## config.mk

```make
export PLATFORM = sky130hd
export DESIGN_NAME = array_mac_seq
export DESIGN_NICKNAME = d
export VERILOG_FILES = /design/src/rtl/array_mac_seq.sv
export SDC_FILE = /design/constraint.sdc
export NUM_CORES = 1
export LEC_CHECK = 0
export ABC_AREA = 1
export CAP_MARGIN = 20
export CORE_ASPECT_RATIO = 2
export CORE_UTILIZATION = 35
export CTS_CLUSTER_DIAMETER = 120
export DETAILED_ROUTE_END_ITERATION = 10
export PLACE_DENSITY = 0.58
export SYNTH_ARGS = -nofsm -noshare
export SYNTH_HDL_FRONTEND = slang
export SYNTH_SLANG_ARGS = --single-unit
```

## constraint.sdc

```tcl
create_clock -name clk -period 2.1 [get_ports clk]
set_clock_uncertainty 0.05 [all_clocks]
set_input_delay 0.315 -clock clk [delete_from_list [all_inputs] [get_ports clk]]
set_output_delay 0.315 -clock clk [all_outputs]
set_load 0.01 [all_outputs]
```

## src/rtl/array_mac_seq.sv

```systemverilog
// Command sequencer for the in-memory compute array: streams MAC bit-planes
// or a single SEARCH column select, then gathers the adder-tree sums through a
// fixed-latency tag pipeline and returns the result on a valid/ready port.
module array_mac_seq #(
  parameter int unsigned ROWS     = 16,
  parameter int unsigned ABITS    = 8,
  parameter int unsigned COLS     = 8,
  parameter int unsigned TREE_LAT = 2,
  parameter int unsigned SUM_W    = 12,
  parameter int unsigned ACC_W    = 20
) (
  input  logic                    clk,
  input  logic                    rst,
  input  logic                    cmd_valid,
  output logic                    cmd_ready,
  input  logic                    cmd_op,
  input  logic [ROWS*ABITS-1:0]   cmd_act,
  input  logic [COLS-1:0]         cmd_col_mask,
  output logic                    mac_en,
  output logic [COLS-1:0]         col_mux,
  output logic [ROWS-1:0]         data_in,
  input  logic [SUM_W-1:0]        tree_sum,
  output logic                    res_valid,
  input  logic                    res_ready,
  output logic [ACC_W-1:0]        res_data,
  output logic                    busy
);

  localparam int unsigned PW = (ABITS > 1) ? $clog2(ABITS) : 1;

  localparam logic [1:0] S_IDLE  = 2'd0;
  localparam logic [1:0] S_ISSUE = 2'd1;
  localparam logic [1:0] S_DRAIN = 2'd2;
  localparam logic [1:0] S_DONE  = 2'd3;

  logic [1:0]            state, state_d;
  logic                  op_q, op_d;
  logic [ROWS*ABITS-1:0] act_q, act_d;
  logic [PW-1:0]         plane_q, plane_d;   // planes still to be driven
  logic [ACC_W-1:0]      acc_q, acc_d, acc_nxt;

  logic [TREE_LAT-1:0]   tag_v, tag_op, tag_last;
  logic                  push, push_op, push_last;
  logic                  emerge, emerge_last;

  logic                  mac_en_d, res_valid_d, cmd_ready_d, busy_d;
  logic [COLS-1:0]       col_mux_d;
  logic [ROWS-1:0]       data_in_d;
  logic [ACC_W-1:0]      res_data_d;

  // Gather bit idx of every row's activation into one plane.
  function automatic logic [ROWS-1:0] plane_of(input logic [ROWS*ABITS-1:0] a,
                                               input int unsigned idx);
    logic [ROWS-1:0] p;
    p = '0;
    for (int unsigned r = 0; r < ROWS; r++) p[r] = a[r*ABITS + idx];
    return p;
  endfunction

  assign emerge      = tag_v[TREE_LAT-1];
  assign emerge_last = emerge & tag_last[TREE_LAT-1];

  // Accumulator update for the tag leaving the pipeline this cycle.
  always_comb begin
    acc_nxt = acc_q;
    if (emerge) begin
      if (tag_op[TREE_LAT-1]) acc_nxt = ACC_W'(tree_sum);
      else                    acc_nxt = (acc_q << 1) + ACC_W'(tree_sum);
    end
  end

  // Next-state and next-output logic.
  always_comb begin
    state_d     = state;
    op_d        = op_q;
    act_d       = act_q;
    plane_d     = plane_q;
    acc_d       = acc_q;
    mac_en_d    = 1'b0;
    col_mux_d   = '0;
    data_in_d   = '0;
    res_valid_d = res_valid;
    res_data_d  = res_data;
    push        = 1'b0;
    push_op     = 1'b0;
    push_last   = 1'b0;

    case (state)
      S_IDLE: begin
        if (cmd_valid && cmd_ready) begin
          op_d    = cmd_op;
          act_d   = cmd_act;
          acc_d   = '0;
          state_d = S_ISSUE;
          push    = 1'b1;
          push_op = cmd_op;
          if (!cmd_op) begin
            mac_en_d  = 1'b1;
            data_in_d = plane_of(cmd_act, ABITS - 1);
            plane_d   = PW'(ABITS - 1);
            push_last = (ABITS == 1);
          end else begin
            col_mux_d = cmd_col_mask;
            plane_d   = '0;
            push_last = 1'b1;
          end
        end
      end

      S_ISSUE: begin
        acc_d = acc_nxt;
        if (!op_q && (plane_q != '0)) begin
          mac_en_d  = 1'b1;
          data_in_d = plane_of(act_q, 32'(plane_q) - 32'd1);
          plane_d   = PW'(plane_q - PW'(1));
          push      = 1'b1;
          push_last = (plane_q == PW'(1));
          if (plane_q == PW'(1)) state_d = S_DRAIN;
        end else begin
          state_d = S_DRAIN;
        end
        if (emerge_last) begin
          state_d     = S_DONE;
          res_valid_d = 1'b1;
          res_data_d  = acc_nxt;
        end
      end

      S_DRAIN: begin
        acc_d = acc_nxt;
        if (emerge_last) begin
          state_d     = S_DONE;
          res_valid_d = 1'b1;
          res_data_d  = acc_nxt;
        end
      end

      default: begin
        if (res_ready) begin
          res_valid_d = 1'b0;
          state_d     = S_IDLE;
        end
      end
    endcase

    cmd_ready_d = (state_d == S_IDLE);
    busy_d      = (state_d != S_IDLE);
  end

  // State, datapath and registered outputs.
  always_ff @(posedge clk) begin
    if (rst) begin
      state     <= S_IDLE;
      op_q      <= 1'b0;
      act_q     <= '0;
      plane_q   <= '0;
      acc_q     <= '0;
      tag_v     <= '0;
      tag_op    <= '0;
      tag_last  <= '0;
      mac_en    <= 1'b0;
      col_mux   <= '0;
      data_in   <= '0;
      res_valid <= 1'b0;
      res_data  <= '0;
      cmd_ready <= 1'b0;
      busy      <= 1'b0;
    end else begin
      state     <= state_d;
      op_q      <= op_d;
      act_q     <= act_d;
      plane_q   <= plane_d;
      acc_q     <= acc_d;
      for (int unsigned i = TREE_LAT - 1; i > 0; i--) begin
        tag_v[i]    <= tag_v[i-1];
        tag_op[i]   <= tag_op[i-1];
        tag_last[i] <= tag_last[i-1];
      end
      tag_v[0]    <= push;
      tag_op[0]   <= push_op;
      tag_last[0] <= push_last;
      mac_en    <= mac_en_d;
      col_mux   <= col_mux_d;
      data_in   <= data_in_d;
      res_valid <= res_valid_d;
      res_data  <= res_data_d;
      cmd_ready <= cmd_ready_d;
      busy      <= busy_d;
    end
  end

endmodule

```

* Word-level counts from Yosys, hierarchy flattened
Index checks and enable logic that the tools add are counted. W data, S select, Z words.
Operators by class: reduce and logical (&&, ||, !) cells 18, equal/unequal tests 6, magnitude comparators 16, add/subtract/negate cells 18, bitwise gates (word level) 4, mux-type cells 64
Operators by type and width (count):
- $lt A32 B8 Y1 const B | 16
- $bmux W1 S7 | 16
- $add A8 B4 Y9 const A | 8
- $mux W20 | 3
- $mux W16 | 3
- $pmux W20 S2 | 1
- $add A7 B4 Y8 const A | 4
- $pmux W16 S2 | 1
- $mux W1 | 25
- $add A20 B12 Y20 | 1
- $add A6 B4 Y7 const A | 2
- $mux W2 | 6
- $mux W3 | 3
- $pmux W1 S2 | 4
- $reduce_bool A2 Y1 | 4
- $add A5 B4 Y6 const A | 1
- $pmux W2 S3 | 1
- $pmux W3 S2 | 1
- $reduce_and A2 Y1 | 3
- $reduce_and A3 Y1 | 2
- $logic_not A2 Y1 | 2
- $ne A2 B2 Y1 const B | 2
- $reduce_or A4 Y1 | 1
- $sub A3 B1 Y4 const B | 1
- other kinds (12) | 15
Word-level totals: word-level logic and storage cells 142, output and inout port bits 48, flip-flop bits (word level) 208

* Depth between registers and ports, before layout
Gate-level depths: netlist of the first run.
depth in word-level cells 6, gate-level depth with buffers 14, mapped depth without buffers 14

* Least setup slack after synthesis of the first run
No wires, ideal clock.
kind reg-to-reg, start register plane_q[0], end register data_in[1], setup slack -0.029 ns, data required time 1.980 ns, setup time 0.070 ns, period minus slack after synthesis 2.129 ns, arrival time 2.009 ns, cell stages (with the launch flop) 14, buffers on the path 4, cell sequence dfxtp_1 > buf_4 > inv_2 > clkbuf_1 > ha_1 > buf_2 > buf_1 > a21oi_1 > o21ai_0 > nand3_1 > o21ai_0 > nand2_1 > nand3_1 > a21oi_1
Between the ends: cells in the longest elaborated chain, start to end 6, elaborated cells on any way between the ends 8, those cells by class add/sub: 2; mux: 4; reduce/logical: 2
Ends and longest elaborated chain:
- start: declaration | line 39 | logic [PW-1:0] plane_q, plane_d;
- start signal: assignment | line 172 | plane_q <= plane_d;
- $sub A3 B1 Y4 | line 114 | data_in_d = plane_of(act_q, 32'(plane_q) - 32'd1);
- $add A5 B4 Y6 | line 56 | for (int unsigned r = 0; r < ROWS; r++) p[r] = a[r*ABITS + idx];
- $bmux W1 S7 | line 56
- $mux W1 (not written as such) | line 56
- $mux W16 (*) | line 112 | if (!op_q && (plane_q != '0)) begin
- $pmux W16 S2 (*) | line 88 | case (state)
- end signal: assignment | line 184 | data_in <= data_in_d;
- end: declaration | line 21 | output logic [ROWS-1:0] data_in,
Mark *: on every way between the ends. The rest lies on a longest branch, timed or not. The select of a mux whose other input is x is not followed. A chain may end at the register's enable or synchronous reset.

* Worst setup path after layout of the first run
start register acc_q[0], end register acc_q[5]
Between the ends: cells in the longest elaborated chain, start to end 4
Ends and longest elaborated chain:
- start: declaration | line 40 | logic [ACC_W-1:0] acc_q, acc_d, acc_nxt;
- start signal: assignment | line 157 | acc_q <= '0;
- start signal: assignment | line 173 | acc_q <= acc_d;
- $add A20 B12 Y20 | line 68 | else acc_nxt = (acc_q << 1) + ACC_W'(tree_sum);
- $mux W20 | line 67 | if (tag_op[TREE_LAT-1]) acc_nxt = ACC_W'(tree_sum);
- $mux W20 | line 66 | if (emerge) begin
- $pmux W20 S2 | line 88
No other way between the ends.

==> summary.log, run 1 <==
INFO  synthesis      ys_async_sr_fraction=0%
INFO  global_route   grt_pass1_wl=49.8mm
INFO  sta            fin_crit=1.96ns
INFO  cts            cts.path.max_buffers=3
INFO  cts            cts.reportedPaths.clkPinSlew=0.07ns
INFO  synthesis      synthMostInstantiatedCell=sky130_fd_sc_hd__o21ai_0
INFO  sta            worst-slew-pin-transition=0.633ns
INFO  synthesis      synth.top_cells.by_area=sky130_fd_sc_hd__dfxtp_1 (43%), sky130_fd_sc_hd__o21ai_0 (11%), sky130_fd_sc_hd__a21oi_1 (9.5%), sky130_fd_sc_hd__nand2_1 (7.8%), sky130_fd_sc_hd__nor2_1 (6.6%)
INFO  layout         final_layout_size_suffix_gt1_share=9.63%
INFO  sta            slew_headroom=57.8%
INFO  cts            cts_made_buffers=21
INFO  min_path       class_of_the_most_critical_hold_timing_path=input pin to flop
INFO  worst_setup_path required=2.49ns
INFO  worst_setup_path cp_slowest_stage_delay=0.42ns
INFO  drt            initialDrtViolationCount=515
INFO  sta            timing.final.hold_violations=0
INFO  worst_setup_path start_kind=flop
INFO  layout         num-nets-final=1759
INFO  floorplanning  pin_count=201
INFO  floorplanning  initial_cell_density_of_the_core=35.6%
INFO  synthesis      post_synth_inst_count=1382
INFO  worst_setup_path ff2ff_setup_slack=0.14ns
INFO  sta            finalSetupTns=0ns
INFO  placement      place.detailed.hpwl=22.5mm
INFO  synthesis      synth_enable_flop_cells=0
INFO  worst_setup_path setup_crit_end_kind=flop
INFO  placement      post_dp_area=12400µm²
INFO  synthesis      ys_top_cells_by_count=sky130_fd_sc_hd__o21ai_0 (216), sky130_fd_sc_hd__dfxtp_1 (208), sky130_fd_sc_hd__nand2_1 (202)
INFO  synthesis      ys_warn_count=0
INFO  worst_setup_path reg2reg_depth=9
INFO  min_path       worstHoldStart=rst
INFO  synthesis      synth_largest_type_area_fraction=42.6%
INFO  synthesis      syn_avg_cell_area=7.07µm²
INFO  drt            postRouteWirelength=31.9mm
INFO  global_route   largest_net_degree_at_the_start_of_global_routing=73
INFO  sta            achievable_clock_frequency=510MHz
INFO  global_route   first_global_vias=9760
INFO  cts            numClockSinks=208
INFO  drt            dr_total_vias=9790
INFO  flow_run       max_cap_violations=0
INFO  min_path       min_delay_worst_endpoint=act_q[19]
INFO  drt            via_per_inst=5.01
INFO  synthesis      yosysSeqAreaShare=42.6%
INFO  sta            report.final.slew_viol_count=0
INFO  drt            drc_errors=0
INFO  cts            clock_latency=0.51ns
INFO  synthesis      yosys.cell_types.count=43
INFO  status         outcome=completed
INFO  placement      portBuffers=200
INFO  sta            setup_ws=0.141ns
INFO  power_and_ir_drop vdd.ir_drop.worst=0.769mV
INFO  placement      detailedPlace.worstSlack=-0.454ns
INFO  cts            cts.htree.levels=1
INFO  synthesis      synth.largest_area_cell=sky130_fd_sc_hd__dfxtp_1
INFO  sta            worst_hold_slack=0.199ns
INFO  synthesis      dominantRegCellSynth=sky130_fd_sc_hd__dfxtp_1
INFO  worst_setup_path cp_max_fo=4
INFO  layout         syn2layout_area_growth=35.3%
INFO  floorplanning  dieArea=28600µm²
INFO  synthesis      postSynthRegisterBits=208
INFO  synthesis      synthesis.area=9770µm²
INFO  worst_setup_path crit_path_top_delay_cell=sky130_fd_sc_hd__fa_2
INFO  cts            cts_tree=yes
INFO  global_route   gr-usage-all-layers=22.2%
INFO  worst_setup_path rr_endpoint=acc_q[5]
INFO  global_route   grt_antenna_before_repair=1
INFO  worst_setup_path worst_path_cell_chain=ha_2 -> fa_2 -> nand3_1 -> nand3_2 -> buf_4 -> xnor2_1 -> o21ai_0 -> o211ai_1 -> a21oi_1
INFO  worst_setup_path critical_path_arrival=2.35ns
INFO  placement      gpl.final_weighted_congestion=0.844
INFO  min_path       hold_depth=4
INFO  sta            setup_viol=0
INFO  drt            dr.pass1.iters=5
INFO  layout         final_cell_area=13200µm²
INFO  power_and_ir_drop power-per-cell-area=1090nW/µm²
INFO  drt            drt-wirelength-per-cell=16.3µm
INFO  floorplanning  core_area=27400µm²
INFO  power_and_ir_drop p_leak=5.39nW
INFO  floorplanning  die_width=120µm
INFO  synthesis      synth_fp_nets=1554
INFO  global_route   grt_remaining_overflow=0
INFO  worst_setup_path critical_path.reg2reg.startpoint=acc_q[0]
INFO  sta            share_of_the_clock_period_used_by_the_worst_path_after_layout=93.3%
INFO  floorplanning  placement_rows=86
INFO  cts            cts-root-buf=sky130_fd_sc_hd__clkbuf_16
INFO  floorplanning  die_height=238µm
INFO  drt            drtAntennaViolNets=0
INFO  worst_setup_path timing.setup.critical_path_class=flop to flop
## cell families (layout without fill, tap and decap cells)
logic type      Yosys count  after routing  share of synthesized area [%]
flops                   208            208                           42.6
compound gates          451            451                           24.3
simple gates            474            474                           20.2
buf+inv                 222            440                           9.40
other cells               0              1                              0
fa+ha+maj                19             19                           2.51
xor+xnor                  8              8                          0.910
## how the worst max path moves through the flow
stage / startpoint / to / slack (ns)
6_report: acc_q[0] / acc_q[5] / 0.14
5_1_grt: acc_q[5] / res_data[9] / -0.02
4_1_cts: plane_q[0] / data_in[2] / 0.01
3_5_place_dp: tree_sum[1] / res_data[9] / -0.45
3_3_place_gp: tree_sum[1] / res_data[9] / -0.47
2_1_floorplan: plane_q[0] / data_in[1] / 0.03
## timing repair
action	in CTS	in global routing
hold buffers	0	0
buffers inserted	0	1
gates cloned	0	1
endpoints found under the setup margin	1	21
resized for setup	1	15
pin swaps	0	4
## power breakdown
part | switching, W | leakage, nW | internal (W) | total [W]
combinational | 0.00334 | 3.36 | 0.00217 | 0.00551
clock | 0.00161 | 0.336 | 0.00223 | 0.00384
sequential | 0.000296 | 1.70 | 0.00472 | 0.00501
## registers in the layout, summed over array words and instances, names as in the netlist
signal     flops
tag_v          2
acc_q         20
res_valid      1
act_q        128
cmd_ready      1
busy           1
state          2
plane_q        3
tag_op         2
data_in       16
op_q           1
res_data      20
col_mux        8
mac_en         1
tag_last       2
## cell usage in the layout (no fill, tap or decap), types with 15 or more instances in the layout
master,count
sky130_fd_sc_hd__o21ai_0,214
sky130_fd_sc_hd__dfxtp_1,206
sky130_fd_sc_hd__clkdlybuf4s50_1,199
sky130_fd_sc_hd__nand2_1,198
sky130_fd_sc_hd__a21oi_1,184
sky130_fd_sc_hd__nor2_1,173
sky130_fd_sc_hd__inv_1,125
sky130_fd_sc_hd__nand3_1,67
sky130_fd_sc_hd__buf_4,60
sky130_fd_sc_hd__clkbuf_16,22
sky130_fd_sc_hd__o21ai_1,16
sky130_fd_sc_hd__ha_1,15
## critical path, delay by kind of cell (launching register included)
| family | cells | cell delay, ns |
|---|---|---|
| flip-flops | 1 | 0.32 |
| buffers and inverters | 1 | 0.15 |
| AO/OA/AOI/OAI | 3 | 0.45 |
| adder cells (fa/ha/maj) | 2 | 0.61 |
| XOR/XNOR | 1 | 0.11 |
| AND/OR/NAND/NOR | 2 | 0.20 |
## per-stage QoR
stage	power [W]	utilization, %	cells
after global routing	0.0153	48.2	1953
after CTS	0.0144	47.8	1950
after floorplan	0.00840	-	1382
final	0.0144	48.2	1953
after global placement	0.0105	45.3	1914
after detailed placement	0.0105	45.3	1914
## per-layer routing
metal,up-vias,share of wire [%],global-route usage [%]
li1,4928,-,-
met1,4527,37,23.2
met2,259,54,42.2
met3,76,3.8,2.34
met4,0,5.1,12.3
met5,-,0,0
## final cells by class
cell class	count	area (µm²)
Multi-Input combinational cell	952	4740
Sequential cell	208	4170
Clock inverter	8	98.8
Tap cell	352	440
Inverter	133	505
Antenna cell	1	2.50
Timing Repair Buffer	271	2670
Fill cell	2818	14200
Clock buffer	28	592
Note: power is estimated with default switching activity, not from simulation.
==> inputs of run 2 (changes only) <==
Settings changed: CELL_PAD_IN_SITES_DETAIL_PLACEMENT set to 1, CELL_PAD_IN_SITES_GLOBAL_PLACEMENT set to 1, CORE_UTILIZATION 35 to 33, PLACE_DENSITY 0.58 to 0.74.
==> summary.log, run 2 (synthesized netlist as in run 1, its figures left out) <==
INFO  status         outcome=completed
INFO  sta            setup_viol=0 [unchanged]
INFO  global_route   grt_antenna_before_repair=2 [+1]
INFO  flow_run       max_cap_violations=0 [unchanged]
INFO  cts            cts_made_buffers=21 [unchanged]
INFO  layout         final_cell_area=13100µm² [-0.55%]
INFO  placement      place.detailed.hpwl=24.1mm [+7.2%]
INFO  sta            share_of_the_clock_period_used_by_the_worst_path_after_layout=94.8% [+1.5 points]
INFO  global_route   grt_pass1_wl=53.5mm [+7.4%]
INFO  placement      portBuffers=200 [unchanged]
INFO  placement      gpl.final_weighted_congestion=0.883 [+4.6%]
INFO  layout         top_register=act_q
INFO  layout         num-nets-final=1745 [-0.80%]
INFO  global_route   largest_net_degree_at_the_start_of_global_routing=94 [+29%]
INFO  cts            cts.path.max_buffers=3 [unchanged]
INFO  sta            achievable_clock_frequency=502MHz [-1.6%]
INFO  floorplanning  core_area=29000µm² [+5.5%]
INFO  global_route   grt_remaining_overflow=0 [unchanged]
INFO  floorplanning  dieArea=30300µm² [+6.0%]
INFO  sta            fin_crit=1.99ns [+0.0324 ns]
INFO  global_route   gr-usage-all-layers=23.0% [+0.78 points]
INFO  cts            cts.reportedPaths.clkPinSlew=0.07ns [about the same]
INFO  cts            cts.htree.levels=1 [unchanged]
INFO  cts            clock_latency=0.52ns [about the same]
INFO  sta            timing.final.hold_violations=0 [unchanged]
INFO  drt            dr_total_vias=9949 [+1.6%]
INFO  drt            postRouteWirelength=34.5mm [+8.2%]
INFO  sta            worst_hold_slack=0.266ns [+0.0674 ns]
INFO  power_and_ir_drop total_switching_power=0.00536W [+2.2%]
INFO  worst_setup_path required=2.50ns [about the same]
INFO  power_and_ir_drop swShare=37.7% [+1.2 points]
INFO  drt            drc_errors=0 [unchanged]
INFO  drt            drtAntennaViolNets=0 [unchanged]
INFO  worst_setup_path start_kind=flop
INFO  worst_setup_path critical_path_arrival=2.39ns [+0.04 ns]
INFO  drt            initialDrtViolationCount=311 [-40%]
INFO  cts            cts_hold_buffers=0 [unchanged]
INFO  floorplanning  pin_count=201 [unchanged]
INFO  global_route   first_global_vias=10514 [+7.7%]
INFO  power_and_ir_drop seq_power_share=35.5% [+0.6 points]
INFO  sta            worst-slew-pin-transition=0.653ns [+0.0202 ns]
INFO  sta            rsz0062_at_grt=yes
INFO  worst_setup_path ff2ff_setup_slack=0.11ns [-0.03 ns]
INFO  cts            cts-root-buf=sky130_fd_sc_hd__clkbuf_16
INFO  layout         commonest_cells_after_routing_fill_and_taps_aside=sky130_fd_sc_hd__o21ai_0 (214), sky130_fd_sc_hd__dfxtp_1 (203), sky130_fd_sc_hd__clkdlybuf4s50_1 (199)
INFO  power_and_ir_drop power_frac_comb=38.3% [about the same]
INFO  layout         layout_commonest_cell=sky130_fd_sc_hd__o21ai_0
INFO  drt            via_per_inst=5.10 [+1.8%]
INFO  placement      post_dp_area=12300µm² [-0.74%]
INFO  worst_setup_path timing.setup.critical_path_class=flop to flop
INFO  drt            drt-wirelength-per-cell=17.7µm [+8.3%]
INFO  cts            numClockSinks=208 [unchanged]
INFO  sta            report.final.slew_viol_count=0 [unchanged]
INFO  worst_setup_path setup_crit_end_kind=flop
INFO  floorplanning  initial_cell_density_of_the_core=33.7% [-1.9 points]
INFO  power_and_ir_drop vdd.ir_drop.worst=0.582mV [-24%]
INFO  floorplanning  placement_rows=88 [+2.3%]
INFO  worst_setup_path cp_max_fo=4 [unchanged]
INFO  cts            post_cts_setup_driven_buffer_insertion_count=0 [unchanged]
INFO  layout         top_regs=act_q (128), acc_q (20), res_data (20)
INFO  power_and_ir_drop intPower=0.00884W [-3.0%]
INFO  layout         max_reg_flops=128 [unchanged]
INFO  drt            dr.pass1.iters=4 [-1]
INFO  layout         final_layout_size_suffix_gt1_share=9.89% [+0.26 points]
INFO  floorplanning  die_height=245µm [+3.0%]
INFO  floorplanning  die_width=124µm [+2.9%]
INFO  layout         syn2layout_area_growth=34.6%
INFO  power_and_ir_drop share_of_power_burned_in_the_clock_network=26.3% [-0.4 points]
INFO  power_and_ir_drop p_leak=5.30nW [-1.7%]
INFO  cts            cts_tree=yes
INFO  sta            slew_headroom=56.5% [-1.3 points]
INFO  power_and_ir_drop power-per-cell-area=1080nW/µm² [-0.59%]
INFO  min_path       class_of_the_most_critical_hold_timing_path=input pin to flop
==> run 2: area by class of cell <==
class                           instances  area [µm²]
Inverter                              133         505
Fill cell                            3664       15800
Tap cell                              360         450
Sequential cell                       208        4170
Timing Repair Buffer                  257        2540
Multi-Input combinational cell        952        4800
Clock buffer                           28         582
Antenna cell                            2        5.00
Clock inverter                         10        86.3
==> run 2: worst paths after layout <==
path | to | depth (start not counted) | from
max reg2reg | acc_q[13] | 13 | acc_q[0]
max | acc_q[13] | 13 | acc_q[0]
min reg2reg | tag_v[1] | 2 | tag_v[0]
min | col_mux[2] | 3 | cmd_col_mask[2]
==> run 2: critical path, stage by stage, from the launching register on <==
cell and delay (ns):
sky130_fd_sc_hd__dfxtp_2 0.33, sky130_fd_sc_hd__ha_2 0.19, sky130_fd_sc_hd__fa_2 0.42, sky130_fd_sc_hd__nand3_2 0.09
sky130_fd_sc_hd__nand3_2 0.08, sky130_fd_sc_hd__nand2_2 0.09, sky130_fd_sc_hd__nand2_2 0.09, sky130_fd_sc_hd__nand2_2 0.09
sky130_fd_sc_hd__nand2_1 0.05, sky130_fd_sc_hd__nand2_1 0.06, sky130_fd_sc_hd__nand3_1 0.06, sky130_fd_sc_hd__nand2_1 0.09
sky130_fd_sc_hd__nand2_1 0.08, sky130_fd_sc_hd__a21oi_2 0.13
==> run 2: what timing repair did <==
action	4_1_cts	5_1_grt
gates resized for setup	2	31
setup endpoints to repair	5	29
pin swaps	0	4
==> run 2: power by group through the flow <==
| stage | clock (W) | sequential (W) | combinational (W) |
|---|---|---|---|
| 6_report | 0.00373 | 0.00504 | 0.00543 |
| 5_1_grt | 0.00398 | 0.00512 | 0.00603 |
| 4_1_cts | 0.00385 | 0.00504 | 0.00547 |
| 3_5_place_dp | 0 | 0.00511 | 0.00540 |
| 3_3_place_gp | 0 | 0.00509 | 0.00528 |
| 2_1_floorplan | 0 | 0.00503 | 0.00336 |
==> run 2: metal layers <==
layer / GRT usage [%] / vias to the layer above / share of wire (%)
li1: - / 4908 / -
met1: 22.4 / 4771 / 36
met2: 45.2 / 197 / 56
met3: 3.27 / 73 / 3.6
met4: 11.0 / 0 / 4.4
met5: 0 / - / 0
==> run 2: per-stage QoR <==
step	util [%]	total power, W	setup WS [ns]	TNS, ns	std cells
3_5_place_dp	42.6	0.0105	-0.461	-11.95	1910
5_1_grt	45.4	0.0151	-0.0270	-0.0569	1950
4_1_cts	44.9	0.0144	0.00838	0	1948
6_report	45.4	0.0142	0.109	0	1950
2_1_floorplan	-	0.00840	0.0276	0	1382
3_3_place_gp	42.6	0.0104	-0.396	-9.86	1910
